## src/rtl/branch_status_unit.sv

```systemverilog
// Status register fed by the ALU plus a program counter that either increments
// or takes PC-relative conditional branches through an IDLE/EVAL/COMMIT sequencer.
module branch_status_unit #(
  parameter int          PC_W   = 9,
  parameter int unsigned RST_PC = 0
) (
  input  logic            clk,
  input  logic            reset,
  input  logic [2:0]      Z_in,
  input  logic            loads,
  input  logic            br_valid,
  input  logic [2:0]      cond,
  input  logic [7:0]      imm8,
  input  logic            pc_inc,
  output logic            br_ready,
  output logic            br_done,
  output logic            br_taken,
  output logic [2:0]      status_out,
  output logic [PC_W-1:0] pc_out
);

  typedef enum logic [1:0] {IDLE, EVAL, COMMIT} state_t;

  localparam logic [PC_W-1:0] PC_ONE = PC_W'(1);
  localparam logic [PC_W-1:0] PC_RST = PC_W'(RST_PC);

  state_t             state_q;
  logic [PC_W-1:0]    pc_q;
  logic [PC_W-1:0]    target_q;
  logic [2:0]         status_q;
  logic [2:0]         cond_q;
  logic signed [7:0]  imm_q;
  logic               taken_q;
  logic               ready_q;
  logic               done_q;

  logic [PC_W-1:0]    pc_plus1_d;
  logic [PC_W-1:0]    target_d;
  logic               taken_d;

  // Status bits: [0] zero, [1] negative, [2] overflow. Codes 101-111 are reserved.
  function automatic logic cond_met(input logic [2:0] c, input logic [2:0] s);
    logic z, n, v;
    z = s[0];
    n = s[1];
    v = s[2];
    case (c)
      3'b000:  cond_met = 1'b1;
      3'b001:  cond_met = z;
      3'b010:  cond_met = ~z;
      3'b011:  cond_met = n ^ v;
      3'b100:  cond_met = (n ^ v) | z;
      default: cond_met = 1'b0;
    endcase
  endfunction

  always_comb begin
    pc_plus1_d = pc_q + PC_ONE;
    target_d   = pc_plus1_d + PC_W'(imm_q);
    taken_d    = cond_met(cond_q, status_q);
  end

  // Decision in EVAL reads status_q before any load on the same edge lands.
  always_ff @(posedge clk or posedge reset) begin
    if (reset) begin
      state_q  <= IDLE;
      pc_q     <= PC_RST;
      target_q <= '0;
      status_q <= '0;
      cond_q   <= '0;
      imm_q    <= '0;
      taken_q  <= 1'b0;
      ready_q  <= 1'b1;
      done_q   <= 1'b0;
    end else begin
      if (loads) status_q <= Z_in;
      unique case (state_q)
        IDLE: begin
          if (br_valid) begin
            cond_q  <= cond;
            imm_q   <= $signed(imm8);
            ready_q <= 1'b0;
            state_q <= EVAL;
          end else if (pc_inc) begin
            pc_q <= pc_plus1_d;
          end
        end
        EVAL: begin
          taken_q  <= taken_d;
          target_q <= target_d;
          done_q   <= 1'b1;
          state_q  <= COMMIT;
        end
        COMMIT: begin
          pc_q    <= taken_q ? target_q : pc_plus1_d;
          taken_q <= 1'b0;
          done_q  <= 1'b0;
          ready_q <= 1'b1;
          state_q <= IDLE;
        end
        default: state_q <= IDLE;
      endcase
    end
  end

  assign br_ready   = ready_q;
  assign br_done    = done_q;
  assign br_taken   = taken_q;
  assign status_out = status_q;
  assign pc_out     = pc_q;

endmodule
```

## config.mk

```make
export PLATFORM = sky130hd
export DESIGN_NAME = branch_status_unit
export DESIGN_NICKNAME = d
export VERILOG_FILES = /design/src/rtl/branch_status_unit.sv
export SDC_FILE = /design/constraint.sdc
export NUM_CORES = 1
export LEC_CHECK = 0
export CAP_MARGIN = 20
export CORE_UTILIZATION = 35
export DETAILED_ROUTE_END_ITERATION = 16
export GPL_TIMING_DRIVEN = 0
export SYNTH_ARGS = -nofsm -noshare
export SYNTH_HDL_FRONTEND = slang
export SYNTH_SLANG_ARGS = --single-unit
```

## constraint.sdc

```tcl
create_clock -name clk -period 2.1 [get_ports clk]
set_input_delay 0.42 -clock clk [delete_from_list [all_inputs] [get_ports clk]]
set_output_delay 0.42 -clock clk [all_outputs]
set_load 0.05 [all_outputs]
```

==> impl_metrics.ini, run 1 <==
[die]
initial_utilization_pct = 37.1
dieHeight_um = 79.2
fp.coreArea_um2 = 5610
die_area_um2 = 6260
num_io_pins = 34
fp.dieW_um = 79.2
rows = 27

[detailed_routing]
drt_wl_total_um = 4310
wl_met3_um = 133
ant_nets = 0
vias_per_cell = 4.97
wl_met1_um = 2140
drcViolationCount = 0
top_layer = met4
dr.pass1.iters = 4
wl_per_cell_um = 13.4
wl_met2_um = 1970
drt-initial-drc-count = 95
vias = 1596

[critical_path]
slowest_stage = dfrtp_2
rrSetupSlack_ps = -210
critical_path_class = reg -> reg
crit_family = compound AO/OA/AOI/OAI gates
ff2ff_path_depth = 9
critPathRequiredTime_ps = 2300
reg2reg_from = pc_out[0]
critical_path.max_fanout = 3
path_depth = 9
worst_path_most_repeated_cell = o21a_1
slowest_delay_ps = 440
end_kind = flip-flop
crit_chain = ha_4 > buf_6 > xor2_2 > ha_1 > nor2b_4 > o31a_1 > o21a_1 > o21a_1 > o31ai_2
rr_endpoint = target_q[6]
cp-endpoint = target_q[6]
cp_num_buf_inv = 1
start_kind = flip-flop
crit_start = pc_out[0]
cp_data_arrival_time_ps = 2520

[timing]
timing.final.crit_share_pct = 110
finalCriticalPeriod_ps = 2310
skew_ps = 5.25
setup_viol = 4
relSlewSlack_pct = 50.0
setup_slack_ps = -215
rsz0062_at_grt = true
tightest_slew_ps = 750
drv_slew = 0
tns_ps = -718
fmax_ghz = 0.432
hold_violations = 0

[min_path]
hold_path_class = reg -> reg

[cts]
cts_buffers = 5
holdBufCountCts = 0
cts_tree = done
clockBufferDepth = 2
clock_latency_ps = 290
cts_sinks = 37
root_buffer = clkbuf_8
cts-htree-levels = 2
clk_pin_slew_worst_paths_ps = 70

[place]
io_buffer_count = 33
dp_cells = 302
gp_congestion = 0.732
dp_hpwl_um = 3040

[power_and_ir_drop]
ir_drop_mv = 0.743
fin_total_pwr_w = 0.00525
power_leakage_nw = 1.22
p_per_area_nw_per_um2 = 1860

[logic_synthesis]
async_flop_share_pct = 100
ys_seq_area_share_pct = 44.5
syn_nets = 230
synthTopCellsByArea = dfrtp_1, mux2_2, ha_1
synth-edff-count = 0
synth.most_common_cell = dfrtp_1
synth_seq_cells = 37
synth_commonest_cells = dfrtp_1, mux2_2, nor2_1, inv_1, ha_1
synth_area_per_cell_um2 = 10.6
yosys_warnings = 0
yosys.area.top_type = dfrtp_1
synth_ff_type = dfrtp_1
synth_top_area_share_pct = 43.2
synthesis.area_um2 = 2080
synth.distinct_cells = 38
postSynthCellCount = 197

[status]
outcome = finished with violations
violations = negative setup slack

[global_routing]
grt_antenna_before_repair = 0
grt_pass1_vias = 1510
track_usage_pct = 15.1
grt_pass1_wl_um = 7230
overflow = 0
grt_max_degree = 38

[finish]
fill_cells = 529
final_cells = 321
fin_nets = 282
area_growth_pct = 35.3
fin_util_pct = 50.3
n_antenna_cell = 0
drive_gt1_share_pct = 28.9

[flow_run]
drv_cap = 0
## kinds of logic (layout without fill, tap and decap cells)
group	Yosys count	after routing	synth area share [%]
flops	37	37	44.5
simple gates	43	43	9.61
buf+inv	20	72	3.84
compound gates	47	47	15.4
mux	23	23	12.4
xor+xnor	13	13	5.47
fa+ha+maj	14	14	8.77
## metal layers
metal	up-vias	track usage (%)
li1	798	-
met1	760	21.7
met2	33	22.3
met3	5	3.22
met4	0	4.91
met5	-	0
## registers in the layout, summed over array words and instances (netlist names)
name and flops:
br_done 1, br_taken 1, imm_q 8, pc_out 9, state_q 2, status_out 3
cond_q 3, br_ready 1, target_q 9
## worst min-delay path by stage
stage                     start  slack [ps]  cells past startpoint     endpoint
global placement    target_q[6]         480                      2  target_q[6]
finish              target_q[4]         500                      1  target_q[4]
global route           imm_q[2]         530                      1     imm_q[2]
CTS                 target_q[4]         500                      1  target_q[4]
floorplan           target_q[4]         450                      1  target_q[4]
detailed placement  target_q[4]         490                      1  target_q[4]
## cell usage in the layout, fill, tap and decap left out, types with 6 or more instances in the layout
master,n
a21oi_1,10
buf_4,11
clkbuf_8,7
clkdlybuf4s50_1,33
dfrtp_1,31
ha_1,9
inv_1,13
mux2_2,19
nand2_1,11
nor2_1,16
o21ai_0,7
xnor2_1,6
## what timing repair did
item,in CTS,in global routing
gates resized for setup,1,18
pin swaps,7,8
endpoints found under the setup margin,4,5
setup buffers,8,4
## metrics by stage
step	setup slack [ps]	hold slack (ps)	area, µm²
floorplan	-206	450	2120
global placement	-263	480	2540
detailed placement	-292	485	2540
CTS	-248	503	2690
global route	-326	531	2820
finish	-215	502	2820
## area by class of cell
type	instances	area (µm²)	area share, %
Tap cell	72	90.1	3.20
Multi-Input combinational cell	140	1200	42.4
Clock buffer	7	86.3	3.06
Buffer	6	36.3	1.29
Inverter	14	52.6	1.86
Sequential cell	37	933	33.1
Timing Repair Buffer	45	424	15.0
## power breakdown
group | internal (W) | leakage, nW | total, W | switching [W]
combinational | 0.00166 | 0.740 | 0.00338 | 0.00172
sequential | 0.00107 | 0.434 | 0.00137 | 0.000305
clock | 0.000260 | 0.0443 | 0.000504 | 0.000244
Power figures use the tool's default switching activity.
==> run 2: changes to the inputs <==
Settings changed: CAP_MARGIN 20 to 30, SKIP_LAST_GASP set to 1.
==> impl_metrics.ini, run 2 (same netlist as run 1, synthesis figures left out) <==
[status]
outcome = finished with violations
violations = negative setup slack

[critical_path]
reg2reg_from = pc_out[0]
critPathRequiredTime_ps = 2300
critical_path_class = reg -> reg
cp_data_arrival_time_ps = 2520
crit_family = compound AO/OA/AOI/OAI gates
ff2ff_path_depth = 9
slowest_stage = dfrtp_2
worst_path_most_repeated_cell = o21a_1
critical_path.max_fanout = 3
end_kind = flip-flop
cp_num_buf_inv = 1
rr_endpoint = target_q[6]
crit_chain = ha_4 > buf_6 > xor2_2 > ha_1 > nor2b_4 > o31a_1 > o21a_1 > o21a_1 > o31ai_2
start_kind = flip-flop
rrSetupSlack_ps = -220
slowest_delay_ps = 440

[power_and_ir_drop]
p_per_area_nw_per_um2 = 1860
pwr-share-clk_pct = 9.7
pwr-share-seq_pct = 26.3
power_leakage_nw = 1.22
p_int_w = 0.00296
ir_drop_mv = 0.732
fin_total_pwr_w = 0.00521
comb_power_share_pct = 64.0
switchingPower_w = 0.00225
swShare_pct = 43.2

[detailed_routing]
drt_wl_total_um = 4300
vias_per_cell = 4.98
dr.pass1.iters = 4
vias = 1598
wl_per_cell_um = 13.4
drcViolationCount = 0
drt-initial-drc-count = 97
ant_nets = 0

[global_routing]
track_usage_pct = 15.1
grt_max_degree = 38
grt_antenna_before_repair = 0
overflow = 0
grt_pass1_vias = 1510
grt_pass1_wl_um = 7230

[min_path]
hold_path_class = reg -> reg
holdPathEnd = target_q[4]
holdPathStages = 1
hp-start = target_q[4]

[finish]
layout_commonest_cell = clkdlybuf4s50_1
n_antenna_cell = 0
area_growth_pct = 34.5
fill_cells = 536
fin_nets = 282
drive_gt1_share_pct = 27.7
final_cells = 321
most-common-layout-cells = clkdlybuf4s50_1, dfrtp_1, mux2_2, nor2_1, inv_1

[die]
initial_utilization_pct = 37.1
dieHeight_um = 79.2
rows = 27
die_area_um2 = 6260
fp.dieW_um = 79.2
num_io_pins = 34
fp.coreArea_um2 = 5610

[cts]
clockBufferDepth = 2
cts_sinks = 37
root_buffer = clkbuf_8
cts_tree = done
clk_pin_slew_worst_paths_ps = 70
clock_latency_ps = 290
cts-htree-levels = 2
cts_buffers = 5

[timing]
rsz0062_at_grt = true
relSlewSlack_pct = 49.4
drv_slew = 0
skew_ps = 5.61
hold_ws_ps = 502
tightest_slew_ps = 757
setup_slack_ps = -220
setup_viol = 4
tns_ps = -737
hold_violations = 0
finalCriticalPeriod_ps = 2320
fmax_ghz = 0.431
timing.final.crit_share_pct = 110

[place]
place_ws_ps = -292
gp_congestion = 0.732
dp_hpwl_um = 3040
dp_cells = 302
io_buffer_count = 33

[flow_run]
drv_cap = 0
[run 2: changes by cell type in the layout (fill, tap and decap cells not counted)]
cell,before,now
a21oi_2,1,2
a211oi_2,1,0
a21oi_4,1,0
ha_2,2,0
ha_1,9,11
a211oi_1,3,4
[run 2: worst register-to-register path, delay by kind of cell (launching register included)]
kind / cells / cell delay (ps)
compound gates: 4 / 940
flops: 1 / 440
fa+ha+maj: 2 / 470
simple gates: 1 / 130
xor+xnor: 1 / 140
buf+inv: 1 / 120
[run 2: metal layers]
metal	part of all wire, %	global-route usage [%]
met5	0	0
met4	1.5	4.91
met3	3.0	3.22
met2	45	22.3
met1	50	21.7
[run 2: worst max path at each step]
stage | start | to | slack (ps) | cells after the start
2_1_floorplan | pc_out[0] | target_q[8] | -210 | 10
3_3_place_gp | pc_out[0] | target_q[8] | -260 | 10
3_5_place_dp | pc_out[1] | target_q[8] | -290 | 10
4_1_cts | pc_out[0] | target_q[8] | -250 | 10
5_1_grt | pc_out[0] | target_q[6] | -320 | 9
6_report | pc_out[0] | target_q[6] | -220 | 9
[run 2: cell type report]
type	count	area (µm²)	share of cell area, %
multi-input combinational	140	1180	42.1
sequential	37	933	33.3
timing repair buffer	45	424	15.1
tap	72	90.1	3.22
inverter	14	52.6	1.88
buffer	6	36.3	1.30
clock buffer	7	86.3	3.08
[run 2: metrics by stage]
stage / instance area (µm²) / util, %
after floorplan: 2120 / -
after global placement: 2540 / 45.3
after detailed placement: 2540 / 45.3
after CTS: 2690 / 48.0
after global routing: 2800 / 50.0
final: 2800 / 50.0
[run 2: power groups by stage]
stage | clock network [W] | registers [W] | logic, W
after detailed placement | 0 | 0.00137 | 0.00290
after global placement | 0 | 0.00137 | 0.00288
final | 0.000504 | 0.00137 | 0.00333
after CTS | 0.000524 | 0.00135 | 0.00309
after floorplan | 0 | 0.00169 | 0.00190
after global routing | 0.000564 | 0.00142 | 0.00365
[run 2: repair_timing]
item | in CTS | in global routing
gates resized for setup | 1 | 14
hold buffers | 0 | 0
setup endpoints to repair | 4 | 5
pin swaps | 7 | 8
setup buffers | 8 | 4
==> run 3: changes to the inputs <==
Clock period 2.1 ns to 2.87 ns, I/O delays scaled along.
==> impl_metrics.ini, run 3 (same netlist as run 1, synthesis figures left out) <==
[status]
outcome = complete, no violations

[power_and_ir_drop]
ir_drop_mv = 0.685
p_per_area_nw_per_um2 = 1320
power_leakage_nw = 1.13

[min_path]
hold_path_class = reg -> reg

[finish]
fill_cells = 578
layout_commonest_cell = dfrtp_1
fin_nets = 270
n_antenna_cell = 0
drive_gt1_share_pct = 14.7
multi_input_area_um2 = 1080
seqCellArea_um2 = 927
most-common-layout-cells = dfrtp_1, clkdlybuf4s50_1, mux2_2, nor2_1
area_growth_pct = 24.5

[place]
io_buffer_count = 33
gp_congestion = 0.764
dp_hpwl_um = 3100

[timing]
tns_ps = 0
finalCriticalPeriod_ps = 2660
hold_violations = 0
skew_ps = 11.0
hold_ws_ps = 486
rsz0062_at_grt = false
relSlewSlack_pct = 48.2
setup_viol = 0
timing.final.crit_share_pct = 92.6
drv_slew = 0
tightest_slew_ps = 776
fmax_ghz = 0.376

[detailed_routing]
drt_wl_total_um = 4310
ant_nets = 0
vias_per_cell = 5.01
dr.pass1.iters = 4
vias = 1553
wl_per_cell_um = 13.9
drt-initial-drc-count = 68
drcViolationCount = 0

[cts]
clockBufferDepth = 2
cts-htree-levels = 2
cts_sinks = 37
clk_pin_slew_worst_paths_ps = 70
holdBufCountCts = 0
postCtsResizedCells = 0
clock_latency_ps = 290
root_buffer = clkbuf_8
cts_tree = done
post_cts_buffers = 0
cts_buffers = 5

[critical_path]
start_kind = flip-flop
cp_data_arrival_time_ps = 2830
critical_path_class = reg -> reg
critPathRequiredTime_ps = 3040
end_kind = flip-flop
critical_path.max_fanout = 6

[global_routing]
grtUsageMet3_pct = 3.79
track_usage_pct = 14.8
grt_antenna_before_repair = 0
grt_max_degree = 38
grt_use_met2_pct = 22.2
overflow = 0
grt_pass1_wl_um = 6930
use_met1_pct = 20.0
grt_busiest_layer = met2
grt_pass1_vias = 1446

[die]
dieHeight_um = 79.2
die_area_um2 = 6260
initial_utilization_pct = 37.1
num_io_pins = 34
fp.dieW_um = 79.2
fp.coreArea_um2 = 5610
rows = 27

[flow_run]
drv_cap = 0
[run 3: cell types whose count changed in the layout (fill, tap and decap cells not counted), sizes merged]
cell / previous run / this run
buf: 15 / 3
clkbuf: 10 / 11
[run 3: layer usage]
metal  routed length [µm]  part of all wire, %
met2                 1920                   44
met3                  170                  3.9
met4                   72                  1.7
met5                    0                    0
met1                 2150                   50
[run 3: through the flow]
stage	instances	setup slack [ps]	power [W]	utilization, %	area, µm²
3_3_place_gp	302	254	0.00304	44.6	2500
4_1_cts	310	186	0.00347	46.3	2590
2_1_floorplan	197	258	0.00256	-	2080
3_5_place_dp	302	221	0.00307	44.6	2500
5_1_grt	310	26.9	0.00370	46.3	2590
6_report	310	213	0.00343	46.3	2590
[run 3: worst max-delay path, stage by stage (launching register included)]
cell,delay [ps]
dfrtp_1,450
ha_1,300
nand4_1,210
nor2_1,170
xor2_1,220
ha_1,320
a21oi_1,240
nand2_1,100
o221ai_2,170
xnor2_1,100
mux2_4,260
[run 3: layout make-up]
class                   instances  area share [%]
plain buffers                   6            1.06
repair buffers                 33            12.7
multi-input cells             140            41.5
flip-flops and latches         37            35.7
well taps                      72            3.47
clock buffers                   8            3.47
inverters                      14            2.03
[run 3: path summary, 6_finish.rpt]
path	startpoint	end	slack, ps	cells past startpoint
setup / recovery	pc_out[0]	target_q[8]	210	10
hold / removal	target_q[6]	target_q[6]	490	2
hold reg to reg	target_q[6]	target_q[6]	490	2
min in group asynchronous	reset	br_done	750	2
setup reg to reg	pc_out[0]	target_q[8]	210	10
max in group asynchronous	reset	pc_out[2]	1620	2
[run 3: power breakdown]
part           leakage (nW)  internal, W  switching, W  total, W
Combinational         0.645     0.000938       0.00114   0.00207
Clock                0.0455     0.000196      0.000184  0.000380
Sequential            0.438     0.000774      0.000204  0.000978
